**src/rtl/mem_stage_pkg.sv**
```systemverilog
// Shared encodings for the memory-access stage: FSM states, memory-op kinds,
// access widths, and the store byte-enable helper.
package mem_stage_pkg;

    typedef enum logic [1:0] {
        MEM_IDLE = 2'd0,
        MEM_REQ  = 2'd1,
        MEM_WAIT = 2'd2,
        MEM_DONE = 2'd3
    } mem_state_e;

    localparam logic [1:0] DMEM_NONE  = 2'b00;
    localparam logic [1:0] DMEM_LOAD  = 2'b01;
    localparam logic [1:0] DMEM_STORE = 2'b10;

    localparam logic [1:0] IO_BYTE = 2'b00;
    localparam logic [1:0] IO_HALF = 2'b01;
    localparam logic [1:0] IO_WORD = 2'b10;

    // Half accesses are halfword aligned, so only off[1] picks the lane pair.
    function automatic logic [3:0] store_strobe(input logic [1:0] io, input logic [1:0] off);
        logic [3:0] strb;
        case (io)
            IO_BYTE: strb = 4'b0001 << off;
            IO_HALF: strb = off[1] ? 4'b1100 : 4'b0011;
            IO_WORD: strb = 4'b1111;
            default: strb = 4'b1111;
        endcase
        return strb;
    endfunction

endpackage

```
**src/rtl/mem_stage_if.sv**
```systemverilog
// DCache request/response bundle between the memory stage (master) and the
// data cache (slave).
interface mem_stage_if #(
    parameter int WORD = 32
);
    logic              dc_req;
    logic              dc_we;
    logic [WORD-1:0]   dc_addr;
    logic [WORD/8-1:0] dc_wstrb;
    logic [WORD-1:0]   dc_wdata;
    logic              dc_addr_ok;
    logic              dc_data_ok;
    logic [WORD-1:0]   dc_rdata;

    modport master (
        output dc_req, dc_we, dc_addr, dc_wstrb, dc_wdata,
        input  dc_addr_ok, dc_data_ok, dc_rdata
    );

    modport slave (
        input  dc_req, dc_we, dc_addr, dc_wstrb, dc_wdata,
        output dc_addr_ok, dc_data_ok, dc_rdata
    );
endinterface

```
**src/rtl/mem_load_align.sv**
```systemverilog
// Extracts the addressed byte/half/word from a DCache read word and
// sign- or zero-extends it to the datapath width.
module mem_load_align
    import mem_stage_pkg::*;
#(
    parameter int WORD = 32
) (
    input  logic [WORD-1:0] rdata_i,
    input  logic [1:0]      off_i,
    input  logic [1:0]      io_i,
    input  logic            sign_i,
    output logic [WORD-1:0] data_o
);

    logic [7:0]  byte_v;
    logic [15:0] half_v;

    always_comb begin
        byte_v = rdata_i[{off_i, 3'b000} +: 8];
        half_v = off_i[1] ? rdata_i[31:16] : rdata_i[15:0];
        case (io_i)
            IO_BYTE: data_o = {{(WORD-8){sign_i & byte_v[7]}}, byte_v};
            IO_HALF: data_o = {{(WORD-16){sign_i & half_v[15]}}, half_v};
            default: data_o = rdata_i;
        endcase
    end

endmodule

```
**src/rtl/mem_stage.sv**
```systemverilog
// Memory-access stage: finishes the EX multiply, runs the DCache handshake for
// loads/stores, aligns load data and stalls upstream while an access is open.
module mem_stage
    import mem_stage_pkg::*;
#(
    parameter int WORD    = 32,
    parameter int REG_LOG = 5
) (
    input  logic                 clk,
    input  logic                 rst,
    input  logic [WORD-1:0]      pc_in,
    input  logic [WORD-1:0]      inst_in,
    input  logic [7:0]           ctrl_in,
    input  logic                 cal_sel_in,
    input  logic [WORD-1:0]      alu_res_in,
    input  logic [3*REG_LOG-1:0] rs_in,
    input  logic                 sign_in,
    input  logic [3*WORD-1:0]    mul_tmp_in,
    input  logic [1:0]           is_dmem_in,
    input  logic [1:0]           io_info_in,
    input  logic [WORD-1:0]      data_to_t_in,
    mem_stage_if.master          dc,
    output logic                 stall_from_DCache,
    output logic [WORD-1:0]      pc_out,
    output logic [WORD-1:0]      inst_out,
    output logic [7:0]           ctrl_out,
    output logic [3*REG_LOG-1:0] rs_out,
    output logic [WORD-1:0]      result_out
);

    mem_state_e          state_q;
    logic [WORD-1:0]     ld_data_q;
    logic                is_load;
    logic                is_store;
    logic                is_mem;
    logic [1:0]          off;
    logic [2*WORD-1:0]   prod;
    logic [WORD-1:0]     ld_aligned;

    // EX leaves the middle partial product unshifted and signed.
    function automatic logic [2*WORD-1:0] mul_complete(input logic [3*WORD-1:0] t);
        logic signed [2*WORD-1:0] mid;
        mid = {{WORD{t[2*WORD-1]}}, t[2*WORD-1:WORD]};
        return {t[3*WORD-1:2*WORD], t[WORD-1:0]} + (mid <<< 16);
    endfunction

    always_comb begin
        is_load  = 1'b0;
        is_store = 1'b0;
        case (is_dmem_in)
            DMEM_LOAD:  is_load  = 1'b1;
            DMEM_STORE: is_store = 1'b1;
            DMEM_NONE:  ;
            default:    ;
        endcase
    end

    assign is_mem = is_load | is_store;
    assign off    = alu_res_in[1:0];
    assign prod   = mul_complete(mul_tmp_in);

    always_ff @(posedge clk) begin
        if (rst) begin
            state_q   <= MEM_IDLE;
            ld_data_q <= '0;
        end else begin
            case (state_q)
                MEM_IDLE: if (is_mem) state_q <= dc.dc_addr_ok ? MEM_WAIT : MEM_REQ;
                MEM_REQ:  if (dc.dc_addr_ok) state_q <= MEM_WAIT;
                MEM_WAIT: if (dc.dc_data_ok) begin
                    ld_data_q <= dc.dc_rdata;
                    state_q   <= MEM_DONE;
                end
                MEM_DONE: state_q <= MEM_IDLE;
                default:  state_q <= MEM_IDLE;
            endcase
        end
    end

    // The request is raised in the op's first IDLE cycle so an immediate
    // addr_ok skips REQ entirely.
    assign dc.dc_req          = (state_q == MEM_IDLE && is_mem) || (state_q == MEM_REQ);
    assign stall_from_DCache  = dc.dc_req || (state_q == MEM_WAIT);
    assign dc.dc_we           = is_store;
    assign dc.dc_addr         = {alu_res_in[WORD-1:2], 2'b00};
    assign dc.dc_wstrb        = is_store ? store_strobe(io_info_in, off) : 4'b0000;

    always_comb begin
        case (io_info_in)
            IO_BYTE: dc.dc_wdata = {4{data_to_t_in[7:0]}};
            IO_HALF: dc.dc_wdata = {2{data_to_t_in[15:0]}};
            default: dc.dc_wdata = data_to_t_in;
        endcase
    end

    mem_load_align #(
        .WORD (WORD)
    ) u_load_align (
        .rdata_i (ld_data_q),
        .off_i   (off),
        .io_i    (io_info_in),
        .sign_i  (sign_in),
        .data_o  (ld_aligned)
    );

    always_comb begin
        if (is_load)
            result_out = ld_aligned;
        else if (is_store || !cal_sel_in)
            result_out = alu_res_in;
        else
            result_out = ctrl_in[0] ? prod[2*WORD-1:WORD] : prod[WORD-1:0];
    end

    assign pc_out   = pc_in;
    assign inst_out = inst_in;
    assign ctrl_out = ctrl_in;
    assign rs_out   = rs_in;

endmodule

```
**src/flat_wrapper.sv**
```systemverilog
// flat-port wrapper written by rule: the top's interface ports become plain ports
module mem_stage_flat import mem_stage_pkg::*;
#(
    parameter int WORD    = 32,
    parameter int REG_LOG = 5
)
  (clk, rst, pc_in, inst_in, ctrl_in, cal_sel_in, alu_res_in, rs_in, sign_in, mul_tmp_in, is_dmem_in, io_info_in, data_to_t_in, stall_from_DCache, pc_out, inst_out, ctrl_out, rs_out, result_out, dc_dc_req, dc_dc_we, dc_dc_addr, dc_dc_wstrb, dc_dc_wdata, dc_dc_addr_ok, dc_dc_data_ok, dc_dc_rdata);
  mem_stage_if #(.WORD(WORD)) dc_i ();
  input  logic clk;
  input  logic rst;
  input  logic [WORD-1:0] pc_in;
  input  logic [WORD-1:0] inst_in;
  input  logic [7:0] ctrl_in;
  input  logic cal_sel_in;
  input  logic [WORD-1:0] alu_res_in;
  input  logic [3*REG_LOG-1:0] rs_in;
  input  logic sign_in;
  input  logic [3*WORD-1:0] mul_tmp_in;
  input  logic [1:0] is_dmem_in;
  input  logic [1:0] io_info_in;
  input  logic [WORD-1:0] data_to_t_in;
  output logic stall_from_DCache;
  output logic [WORD-1:0] pc_out;
  output logic [WORD-1:0] inst_out;
  output logic [7:0] ctrl_out;
  output logic [3*REG_LOG-1:0] rs_out;
  output logic [WORD-1:0] result_out;
  output wire logic [$bits(dc_i.dc_req)-1:0] dc_dc_req;
  output wire logic [$bits(dc_i.dc_we)-1:0] dc_dc_we;
  output wire logic [$bits(dc_i.dc_addr)-1:0] dc_dc_addr;
  output wire logic [$bits(dc_i.dc_wstrb)-1:0] dc_dc_wstrb;
  output wire logic [$bits(dc_i.dc_wdata)-1:0] dc_dc_wdata;
  input wire logic [$bits(dc_i.dc_addr_ok)-1:0] dc_dc_addr_ok;
  input wire logic [$bits(dc_i.dc_data_ok)-1:0] dc_dc_data_ok;
  input wire logic [$bits(dc_i.dc_rdata)-1:0] dc_dc_rdata;
  assign dc_dc_req = dc_i.dc_req;
  assign dc_dc_we = dc_i.dc_we;
  assign dc_dc_addr = dc_i.dc_addr;
  assign dc_dc_wstrb = dc_i.dc_wstrb;
  assign dc_dc_wdata = dc_i.dc_wdata;
  assign dc_i.dc_addr_ok = dc_dc_addr_ok;
  assign dc_i.dc_data_ok = dc_dc_data_ok;
  assign dc_i.dc_rdata = dc_dc_rdata;
  mem_stage #(.WORD(WORD), .REG_LOG(REG_LOG)) u_core (.clk(clk), .rst(rst), .pc_in(pc_in), .inst_in(inst_in), .ctrl_in(ctrl_in), .cal_sel_in(cal_sel_in), .alu_res_in(alu_res_in), .rs_in(rs_in), .sign_in(sign_in), .mul_tmp_in(mul_tmp_in), .is_dmem_in(is_dmem_in), .io_info_in(io_info_in), .data_to_t_in(data_to_t_in), .dc(dc_i), .stall_from_DCache(stall_from_DCache), .pc_out(pc_out), .inst_out(inst_out), .ctrl_out(ctrl_out), .rs_out(rs_out), .result_out(result_out));
endmodule
```
**config.mk**
```make
export PLATFORM = sky130hd
export DESIGN_NAME = mem_stage_flat
export DESIGN_NICKNAME = d
export VERILOG_FILES = /design/src/rtl/mem_stage_pkg.sv /design/src/rtl/mem_stage_if.sv /design/src/rtl/mem_load_align.sv /design/src/rtl/mem_stage.sv /design/src/flat_wrapper.sv
export SDC_FILE = /design/constraint.sdc
export NUM_CORES = 1
export LEC_CHECK = 0
export ABC_CLOCK_PERIOD_IN_PS = 9400
export CAP_MARGIN = 20
export CELL_PAD_IN_SITES_DETAIL_PLACEMENT = 1
export CELL_PAD_IN_SITES_GLOBAL_PLACEMENT = 1
export CORE_AREA = 4 4 182 184
export CTS_BUF_LIST = sky130_fd_sc_hd__clkbuf_8
export CTS_CLUSTER_SIZE = 16
export DETAILED_ROUTE_END_ITERATION = 8
export DIE_AREA = 0 0 186 188
export GPL_TIMING_DRIVEN = 0
export PLACE_DENSITY = 0.74
export SLEW_MARGIN = 10
export SYNTH_ARGS = -nofsm -noshare
export SYNTH_HDL_FRONTEND = slang
export SYNTH_SLANG_ARGS = --single-unit
```
**constraint.sdc**
```tcl
create_clock -name clk -period 9.4 [get_ports clk]
set_clock_uncertainty 0.2 [all_clocks]
set_input_delay 0.94 -clock clk [delete_from_list [all_inputs] [get_ports clk]]
set_output_delay 0.94 -clock clk [all_outputs]
set_load 0.02 [all_outputs]
```
==> results by group, run 1 <==
Timing
  – Tightest Pin Transition: 0.768 ns
  – Fin crit period: 6.25 ns
  – Final worst-path cycle share: 66.5%
  – Worst rel slew slack: 48.6%
  – RSZ-0062 raised after global routing: no
  – Final Slew Violations: 0
  – Final worst slack: 3.15 ns
  – Final setup vio count: 0
  – Final Hold Vio Count: 0
  – Setup TNS: 0 ns
  – Max Fclk: 160 MHz

Synthesis
  – Main synth FF type: dfxtp_1
  – Top cell type's share of synthesized area: 14.0%
  – Synth area leaders: buf_4, dfxtp_1, a21oi_1
  – Top cells by count, synth: nand2_1, a21oi_1, buf_4, o21ai_0, ha_1
  – Most common cell in the netlist: nand2_1
  – Biggest area consumer among synthesized cells: buf_4
  – Sequential element share of the synthesized area: 10.0%
  – Mapped Cells: 988
  – Post-synth cell types: 65
  – Share of synthesized registers carrying an async set or reset: 0%
  – Avg Inst Size Synth: 6.88 sq um
  – Cell area after synthesis: 6800 sq um
  – Synth warnings: 0
  – Number of register bits inferred by synthesis: 34
  – Post-synth EDFFs: 0

Worst setup path
  – WP data arrival: 5.11 ns
  – Startpoint type of the worst setup path: primary input
  – CP Max Fanout: 4
  – Worst path required time: 8.26 ns
  – Critical path type: primary input to primary output
  – Crit path from: mul_tmp_in[16]
  – Crit end category: primary output
  – Launch point of the worst reg-to-reg path: u_core.state_q[0]

CTS
  – CTS hold repair buffers: 0
  – Resize count post-CTS: 0
  – Clk_lat worst skew: 0.28 ns
  – CTS buffer count: 5
  – # clock sinks: 34
  – Post-CTS setup buffer count: 0
  – H-tree depth: 2
  – Clock transition at path regs: 0.06 ns
  – Root buf cell: clkbuf_8
  – Maximum buffer depth of the clock tree: 2
  – CTS tree: done

GRT
  – Vias in the first global route: 9119
  – First-pass GRT wire length: 53.3 mm
  – GRT Residual Overflow: 0
  – Gr usage total: 19.6%
  – Largest net degree at the start of global routing: 18
  – Initial antenna violation count: 4

Run
  – Max Cap Viol: 0

Routing
  – Initial drt markers: 404
  – DRT antenna net count: 0
  – Routed wire per std cell: 20.7 microns
  – DRT Wirelength: 37.0 mm
  – Vias: 8723
  – Residual DRC count: 0
  – DRT Pass-1 Iters: 5
  – Routed vias/inst: 4.88

Placed design
  – Dpl ws: 3.12 ns
  – PortBufs: 386
  – GP Congestion: 0.913
  – Final HPWL DP: 33.0 mm

Power
  – Net Sw Frac: 45.6%
  – Internal: 0.586 mW
  – Psw: 0.491 mW
  – Peak supply drop: 0.0512 mV
  – Leak: 4.51 nW
  – Clock power share: 10.1%
  – Sequential fraction of design power: 17.1%
  – Power density over cell area: 95.5 nW/um^2
  – Comb power frac: 72.7%

Hold path
  – Hold crit path type: register to register
  – Worst Min Path Start: u_core.ld_data_q[5]

Floorplanning
  – Die ar.: 35000 sq um
  – DIE WIDTH: 186 microns
  – Die height: 188 microns
  – Initial Utilization: 21.7%
  – CORE AREA: 31400 sq um
  – IO Pins: 479
  – Rows: 65

Layout
  – Layout cells sized above 1: 12.9%
  – Final core occ: 35.9%
  – P&R area growth vs syn: 65.9%
  – FF+latch area: 681 sq um
  – Multi-input gate area: 4840 sq um
  – NumNets Final: 1725
  – Fillcell total: 3875

Run status
  – Status: finished, final reports clean
-- per-stage QoR --
step	power (mW)	instances	hold WS, ns	instance area [sq um]
final	1.08	1789	0.269	11300
after CTS	1.09	1786	0.267	11300
after global routing	1.16	1789	0.291	11300
after detailed placement	0.975	1778	0.257	11200
after floorplan	0.618	989	0.236	6810
after global placement	0.958	1777	0.259	11200
-- state kept, by name (all words and copies together), names as in the netlist --
name	cells
u_core.state_q	2
u_core.ld_data_q	32
-- routing by layer --
metal  vias to the layer above  track usage (%)  part of all wire (%)  routed length [microns]
met2                       354             36.6                    52                    19200
met3                        31             3.63                   7.1                     2640
met5                         -                0                 0.032                       12
li1                       4203                -                     -                        -
met1                      4133             22.7                    39                    14400
met4                         2             4.76                   2.2                      801
-- power groups by stage --
stage          clock network, mW  registers (mW)  logic [mW]
4_1_cts                    0.112           0.184       0.791
6_report                   0.109           0.185       0.784
2_1_floorplan                  0           0.178       0.440
3_3_place_gp                   0           0.187       0.771
5_1_grt                    0.119           0.187       0.850
3_5_place_dp                   0           0.187       0.787
-- kinds of logic (layout without fill, tap and decap cells) --
kind of cell | after synthesis | in the layout | synth area share, %
compound gates | 334 | 334 | 31.3
xor+xnor | 41 | 41 | 5.28
fa+ha+maj | 53 | 53 | 9.86
buf+inv | 214 | 609 | 18.9
flops | 34 | 34 | 10.0
mux | 41 | 41 | 6.53
other cells | 1 | 5 | 0.0551
simple gates | 270 | 270 | 18.0
-- critical path: stages --
cell and delay [ns]:
clkdlybuf4s50_1 0.46, ha_1 0.16, inv_1 0.05, fa_1 0.40, nand2b_1 0.19, a21oi_1 0.29
o2111ai_1 0.29, a211oi_1 0.40, o311ai_1 0.19, a31oi_1 0.52, xnor2_1 0.21, a221oi_1 0.29
clkdlybuf4s50_1 0.73
-- area by class of cell --
type	instances	share of cell area, %
multi-input cells	741	42.9
repair buffers	387	34.3
plain buffers	189	10.6
flip-flops and latches	34	6.03
well taps	402	4.46
inverters	25	0.832
clock buffers	6	0.732
clock inverters	2	0.0776
diodes	3	0.0665
-- cell usage in the layout, fill, tap and decap left out, drive strengths merged, types with 3 or more instances in the layout --
master	instances
nor2	47
clkbuf	59
or2	5
o211ai	4
nand4	17
nand3	12
o21a	7
inv	26
o21ai	68
o31ai	10
a21o	28
a21oi	134
o221ai	11
a221o	6
buf	137
a21boi	5
nor3	12
mux2i	23
xnor2	31
and3	9
o22ai	6
nand2	131
o21bai	10
nand2b	10
dfxtp	34
clkdlybuf4s50	386
nor2b	15
a31oi	4
ha	52
diode	3
xor2	10
a211oi	12
o311ai	3
or3	6
mux2	17
a221oi	13
-- path summary, 6_finish.rpt --
| path | to | slack (ns) | depth (start not counted) |
|---|---|---|---|
| worst min register to register | u_core.ld_data_q[5] | 0.27 | 2 |
| worst min-delay path | u_core.ld_data_q[5] | 0.27 | 2 |
| worst max-delay path | result_out[18] | 3.15 | 13 |
| worst max register to register | u_core.ld_data_q[10] | 7.53 | 7 |
No activity file was read; power rests on OpenSTA's default activity.
==> run 2, diff against run 1 <==
--- a/config.mk
+++ b/config.mk
@@ -5,17 +5,17 @@
 export SDC_FILE = /design/constraint.sdc
 export NUM_CORES = 1
 export LEC_CHECK = 0
-export ABC_CLOCK_PERIOD_IN_PS = 9400
+export ABC_CLOCK_PERIOD_IN_PS = 6000
 export CAP_MARGIN = 20
 export CELL_PAD_IN_SITES_DETAIL_PLACEMENT = 1
 export CELL_PAD_IN_SITES_GLOBAL_PLACEMENT = 1
-export CORE_AREA = 4 4 182 184
+export CORE_AREA = 4 4 184 186
 export CTS_BUF_LIST = sky130_fd_sc_hd__clkbuf_8
 export CTS_CLUSTER_SIZE = 16
 export DETAILED_ROUTE_END_ITERATION = 8
-export DIE_AREA = 0 0 186 188
+export DIE_AREA = 0 0 188 190
 export GPL_TIMING_DRIVEN = 0
-export PLACE_DENSITY = 0.74
+export PLACE_DENSITY = 0.73
 export SLEW_MARGIN = 10
 export SYNTH_ARGS = -nofsm -noshare
 export SYNTH_HDL_FRONTEND = slang
==> constraint.sdc (replaced) <==
create_clock -name clk -period 6 [get_ports clk]
set_clock_uncertainty 0.2 [all_clocks]
set_input_delay 0.6 -clock clk [delete_from_list [all_inputs] [get_ports clk]]
set_output_delay 0.6 -clock clk [all_outputs]
set_load 0.02 [all_outputs]
==> results by group, run 2 (synthesis results as in run 1) <==
Power
  – Internal: 0.918 mW (+57%)
  – Peak supply drop: 0.0906 mV (+77%)
  – Comb power frac: 72.6% (about the same)
  – Psw: 0.782 mW (+59%)
  – Tot Pwr: 1.70 mW (+58%)
  – Power density over cell area: 150 nW/um^2 (+57%)
  – Net Sw Frac: 46.0% (+0.40 points)
  – Leak: 4.51 nW (about the same)
  – Sequential fraction of design power: 17.0% (about the same)
  – Clock power share: 10.4% (+0.3 points)

GRT
  – Gr usage total: 19.4% (-0.16 points)
  – Met1 usage: 22.2% (-0.45 points)
  – Initial antenna violation count: 3 (-1)
  – Met3 GRT Util: 4.68% (+1.1 points)
  – First-pass GRT wire length: 54.4 mm (+2.0%)
  – Met2 GRT Util: 35.6% (-1.0 points)
  – Largest net degree at the start of global routing: 18 (unchanged)
  – GRT Max-Usage Layer: met2
  – Vias in the first global route: 9190 (+0.78%)
  – GRT Residual Overflow: 0 (unchanged)

CTS
  – CTS tree: done
  – # clock sinks: 34 (unchanged)
  – H-tree depth: 2 (unchanged)
  – Clk_lat worst skew: 0.29 ns (about the same)
  – CTS hold repair buffers: 0 (unchanged)
  – Maximum buffer depth of the clock tree: 2 (unchanged)
  – CTS buffer count: 5 (unchanged)
  – Post-CTS setup buffer count: 0 (unchanged)
  – Root buf cell: clkbuf_8
  – Clock transition at path regs: 0.07 ns (about the same)

Floorplanning
  – Die height: 190 microns (+1.1%)
  – Rows: 66 (+1.5%)
  – Die ar.: 35700 sq um (+2.2%)
  – Initial Utilization: 21.1% (-0.60 points)
  – CORE AREA: 32300 sq um (+2.9%)
  – DIE WIDTH: 188 microns (+1.1%)
  – IO Pins: 479 (unchanged)

Layout
  – NumNets Final: 1725 (unchanged)
  – P&R area growth vs syn: 66.6%
  – Fin cells: 1828 (+2.2%)
  – Max reg flops: 32 (unchanged)
  – Largest regs: u_core.ld_data_q (32), u_core.state_q (2)
  – Largest Register: u_core.ld_data_q
  – Multi-input gate area: 4840 sq um (+0.13%)
  – Final core occ: 35.1% (-0.84 points)
  – FF+latch area: 681 sq um (unchanged)
  – Most frequent cells in the layout: clkdlybuf4s50_1, nand2_1, a21oi_1
  – Design Area, Final: 11300 sq um (+0.44%)
  – Fillcell total: 3984 (+2.8%)
  – Layout cells sized above 1: 12.9% (+0.072 points)
  – Commonest non-fill, non-tap cell in the layout: clkdlybuf4s50_1

Timing
  – Setup TNS: 0 ns (unchanged)
  – Final Slew Violations: 0 (unchanged)
  – Final setup vio count: 0 (unchanged)
  – Tightest Pin Transition: 0.842 ns (+0.0742 ns)
  – Max Fclk: 176 MHz
  – Final worst-path cycle share: 94.8%
  – RSZ-0062 raised after global routing: no
  – Min Hold Slack: 0.271 ns (+0.00239 ns)
  – Worst rel slew slack: 43.9% (-4.8 points)
  – Fin crit period: 5.69 ns
  – Final worst slack: 0.310 ns (-2.84 ns)
  – Final Hold Vio Count: 0 (unchanged)

Worst setup path
  – Critical path type: primary input to primary output
  – CP Max Fanout: 17 (+13)
  – Startpoint type of the worst setup path: primary input
  – WP data arrival: 4.89 ns (-0.22 ns)
  – Crit end category: primary output
  – CP peak stage delay: 0.84 ns (+0.11 ns)
  – Worst path required time: 5.20 ns (-3.06 ns)
  – Slowest-stage cell, CP: clkdlybuf4s50_1
  – Crit-path cells: clkdlybuf4s50_1, ha_1, clkbuf_1, a21oi_1, o21bai_1, a21oi_1, o21ai_0, and3_1, nand4_1, a21boi_0, a211oi_1, a311oi_1, clkdlybuf4s50_1

Placed design
  – GP Congestion: 0.893 (-2.2%)
  – Dpl ws: 0.158 ns (-2.97 ns)
  – PortBufs: 386 (unchanged)
  – Dpl cell area: 11200 sq um (+0.35%)
  – Placed Cells incl. Taps: 1817 (+2.2%)
  – Final HPWL DP: 33.3 mm (+0.74%)

Routing
  – Vias: 8747 (+0.28%)
  – Routed wire per std cell: 20.4 microns (-1.3%)
  – DRT antenna net count: 0 (unchanged)
  – Routed vias/inst: 4.79 (-1.9%)
  – Residual DRC count: 0 (unchanged)
  – Initial drt markers: 400 (-0.99%)
  – DRT Pass-1 Iters: 5 (unchanged)
  – DRT Wirelength: 37.3 mm (+0.84%)

Hold path
  – Hold crit path type: register to register

Run
  – Max Cap Viol: 0 (unchanged)

Run status
  – Status: finished, final reports clean
## run 2: cell types whose count changed in the layout (fill, tap and decap cells not counted)
cell and delta:
a31oi_2 +1, a31oi_1 -1, buf_6 -1, buf_4 +1, diode_2 -1
## run 2: final timing paths
| path | start | endpoint | slack (ns) | cells past startpoint |
|---|---|---|---|---|
| worst max-delay path | mul_tmp_in[63] | result_out[31] | 0.31 | 13 |
| worst max register to register | u_core.state_q[0] | u_core.ld_data_q[11] | 4.12 | 7 |
| worst min register to register | u_core.ld_data_q[5] | u_core.ld_data_q[5] | 0.27 | 2 |
| worst min-delay path | u_core.ld_data_q[5] | u_core.ld_data_q[5] | 0.27 | 2 |
## run 2: layout make-up
cell class	instances	share of cell area (%)
Multi-Input combinational cell	741	42.7
Timing Repair Buffer	387	34.2
Sequential cell	34	6.01
Clock buffer	6	0.729
Buffer	189	10.5
Antenna cell	2	0.0442
Clock inverter	2	0.0773
Inverter	25	0.828
Tap cell	442	4.88
## run 2: what timing repair did
action	4_1_cts	5_1_grt
endpoints found under the hold margin	0	0
gates resized for setup	0	1
setup endpoints to repair	0	1
## run 2: critical path: cells and delay by family
kind | cells | cell delay [ns]
buffers and inverters | 3 | 1.84
AND/OR/NAND/NOR | 2 | 0.36
adder cells (fa/ha/maj) | 1 | 0.52
AO/OA/AOI/OAI | 7 | 1.55
## run 2: power by group through the flow
stage               clock [mW]  combinational (mW)  sequential (mW)
floorplan                    0               0.689            0.278
finish                   0.177                1.23            0.289
global route             0.192                1.34            0.292
CTS                      0.180                1.24            0.289
global placement             0                1.21            0.293
detailed placement           0                1.23            0.294
## run 2: routing by layer
layer | wire [microns] | share of wire, % | up-vias
li1 | - | - | 4184
met1 | 14500 | 39 | 4124
met2 | 18800 | 51 | 387
met3 | 2700 | 7.2 | 50
met4 | 1200 | 3.2 | 2
met5 | 13 | 0.035 | -
==> run 3, diff against run 2 <==
--- a/config.mk
+++ b/config.mk
@@ -7,15 +7,14 @@
 export LEC_CHECK = 0
 export ABC_CLOCK_PERIOD_IN_PS = 6000
 export CAP_MARGIN = 20
-export CELL_PAD_IN_SITES_DETAIL_PLACEMENT = 1
-export CELL_PAD_IN_SITES_GLOBAL_PLACEMENT = 1
-export CORE_AREA = 4 4 184 186
+export CORE_AREA = 4 4 182 184
 export CTS_BUF_LIST = sky130_fd_sc_hd__clkbuf_8
 export CTS_CLUSTER_SIZE = 16
 export DETAILED_ROUTE_END_ITERATION = 8
-export DIE_AREA = 0 0 188 190
+export DIE_AREA = 0 0 186 188
 export GPL_TIMING_DRIVEN = 0
-export PLACE_DENSITY = 0.73
+export PLACE_DENSITY = 0.51
+export SKIP_CTS_REPAIR_TIMING = 1
 export SLEW_MARGIN = 10
 export SYNTH_ARGS = -nofsm -noshare
 export SYNTH_HDL_FRONTEND = slang
==> results by group, run 3 (synthesis results as in run 1) <==
Worst setup path
  – WP data arrival: 4.98 ns (+0.09 ns)
  – Launch point of the worst reg-to-reg path: u_core.state_q[0]
  – Startpoint type of the worst setup path: primary input
  – Reg2Reg Depth: 7 (unchanged)
  – Critical path type: primary input to primary output
  – Worst path required time: 5.20 ns (about the same)
  – Crit-path cells: clkdlybuf4s50_1, ha_1, inv_1, fa_1, nand2b_1, a21oi_1, o2111ai_1, a211oi_1, o311ai_1, a31oi_1, a21oi_1, xor2_1, o21ai_1, clkdlybuf4s50_1
  – Crit end category: primary output
  – Worst R2R End: u_core.ld_data_q[1]
  – Slowest-stage cell, CP: clkdlybuf4s50_1
  – CP Max Fanout: 4 (-13)
  – CP peak stage delay: 0.70 ns (-0.14 ns)
  – R2R Setup Slk: 4.16 ns (+0.04 ns)

Floorplanning
  – Initial Utilization: 21.7% (+0.60 points)
  – Die ar.: 35000 sq um (-2.1%)
  – Rows: 65 (-1.5%)
  – Die height: 188 microns (-1.1%)
  – IO Pins: 479 (unchanged)
  – DIE WIDTH: 186 microns (-1.1%)
  – CORE AREA: 31400 sq um (-2.8%)

Timing
  – Worst rel slew slack: 43.3% (-0.60 points)
  – Final Hold Vio Count: 0 (unchanged)
  – Fin crit period: 5.78 ns (+0.0872 ns)
  – Max Fclk: 173 MHz (-1.5%)
  – Final Slew Violations: 0 (unchanged)
  – Final worst-path cycle share: 96.3% (+1.5 points)
  – Setup TNS: 0 ns (unchanged)
  – RSZ-0062 raised after global routing: no
  – Tightest Pin Transition: 0.851 ns (+0.00893 ns)
  – Final setup vio count: 0 (unchanged)

Run status
  – Status: finished, final reports clean

Routing
  – DRT Wirelength: 35.6 mm (-4.5%)
  – Initial drt markers: 384 (-4.0%)
  – Vias: 8560 (-2.1%)
  – Routed vias/inst: 4.79 (+0.11%)
  – Residual DRC count: 0 (unchanged)
  – DRT antenna net count: 0 (unchanged)
  – Routed wire per std cell: 19.9 microns (-2.3%)
  – DRT Pass-1 Iters: 5 (unchanged)

Placed design
  – Placed Cells incl. Taps: 1777 (-2.2%)
  – Final HPWL DP: 31.6 mm (-5.0%)
  – Dpl cell area: 11200 sq um (-0.45%)
  – PortBufs: 386 (unchanged)
  – GP Congestion: 0.880 (-1.5%)

GRT
  – Vias in the first global route: 8443 (-8.1%)
  – Gr usage total: 18.5% (-0.92 points)
  – Largest net degree at the start of global routing: 18 (unchanged)
  – First-pass GRT wire length: 50.0 mm (-8.1%)
  – Initial antenna violation count: 3 (unchanged)
  – GRT Residual Overflow: 0 (unchanged)

Layout
  – Largest Register: u_core.ld_data_q
  – Commonest non-fill, non-tap cell in the layout: clkdlybuf4s50_1
  – Final core occ: 35.9% (+0.81 points)
  – Fin cells: 1787 (-2.2%)
  – Layout cells sized above 1: 12.9% (-0.072 points)
  – NumNets Final: 1725 (unchanged)
  – Design Area, Final: 11300 sq um (-0.52%)
  – Largest regs: u_core.ld_data_q (32), u_core.state_q (2)
  – Max reg flops: 32 (unchanged)
  – Most frequent cells in the layout: clkdlybuf4s50_1, nand2_1, a21oi_1
  – P&R area growth vs syn: 65.7%
  – Fillcell total: 3394 (-15%)

CTS
  – CTS tree: done
  – Root buf cell: clkbuf_8
  – Clk_lat worst skew: 0.27 ns (-0.02 ns)
  – CTS buffer count: 5 (unchanged)
  – H-tree depth: 2 (unchanged)
  – Maximum buffer depth of the clock tree: 2 (unchanged)
  – # clock sinks: 34 (unchanged)
  – Clock transition at path regs: 0.07 ns (about the same)

Power
  – Peak supply drop: 0.0934 mV (+3.1%)
  – Power density over cell area: 149 nW/um^2 (-0.77%)
  – Tot Pwr: 1.68 mW (-1.3%)
  – Leak: 4.51 nW (about the same)

Hold path
  – WHS Endpoint: u_core.ld_data_q[1]
  – Hold Crit Depth: 2 (unchanged)
  – Hold crit path type: register to register
  – Worst Min Path Start: u_core.ld_data_q[1]

Run
  – Max Cap Viol: 0 (unchanged)
run 3: per-stage QoR:
| stage | hold slack (ns) | setup slack, ns |
|---|---|---|
| after detailed placement | 0.262 | 0.0941 |
| final | 0.269 | 0.223 |
| after global placement | 0.258 | 0.0402 |
| after floorplan | 0.236 | 2.00 |
| after global routing | 0.297 | 0.0648 |
| after CTS | 0.271 | 0.0681 |
run 3: layout make-up:
class / count / area [sq um] / share of cell area [%]
Sequential cell: 34 / 681 / 6.04
Tap cell: 402 / 503 / 4.46
Buffer: 189 / 1190 / 10.6
Clock buffer: 6 / 82.6 / 0.733
Antenna cell: 1 / 2.50 / 0.0222
Inverter: 25 / 93.8 / 0.832
Multi-Input combinational cell: 741 / 4840 / 42.9
Clock inverter: 2 / 8.76 / 0.0777
Timing Repair Buffer: 387 / 3870 / 34.3
run 3: worst max-delay path by stage:
stage / to / slack [ns] / depth (start not counted) / from
global placement: result_out[30] / 0.04 / 14 / mul_tmp_in[32]
detailed placement: result_out[30] / 0.09 / 14 / mul_tmp_in[32]
global route: result_out[30] / 0.06 / 14 / mul_tmp_in[32]
floorplan: result_out[30] / 2.00 / 12 / mul_tmp_in[16]
CTS: result_out[30] / 0.07 / 14 / mul_tmp_in[32]
finish: result_out[30] / 0.22 / 14 / mul_tmp_in[32]
run 3: power breakdown:
| group | total, mW | leakage (nW) | switching [mW] | internal (mW) |
|---|---|---|---|---|
| clock | 0.171 | 0.0524 | 0.0798 | 0.0908 |
| sequential | 0.288 | 0.276 | 0.0303 | 0.257 |
| combinational | 1.22 | 4.18 | 0.651 | 0.569 |
run 3: layer usage:
metal	track usage (%)	up-vias	routed length, microns	share of wire [%]
met3	4.05	22	2810	7.9
met1	22.6	3979	14500	41
li1	-	4192	-	-
met4	2.61	4	429	1.2
met5	0	-	34	0.095
met2	33.7	363	17800	50
run 3: worst max-delay path, delay by kind of cell:
kind | cells | cell delay [ns]
XOR/XNOR | 1 | 0.21
adder cells (fa/ha/maj) | 2 | 0.57
buffers and inverters | 3 | 1.24
AND/OR/NAND/NOR | 1 | 0.18
AO/OA/AOI/OAI | 7 | 2.16
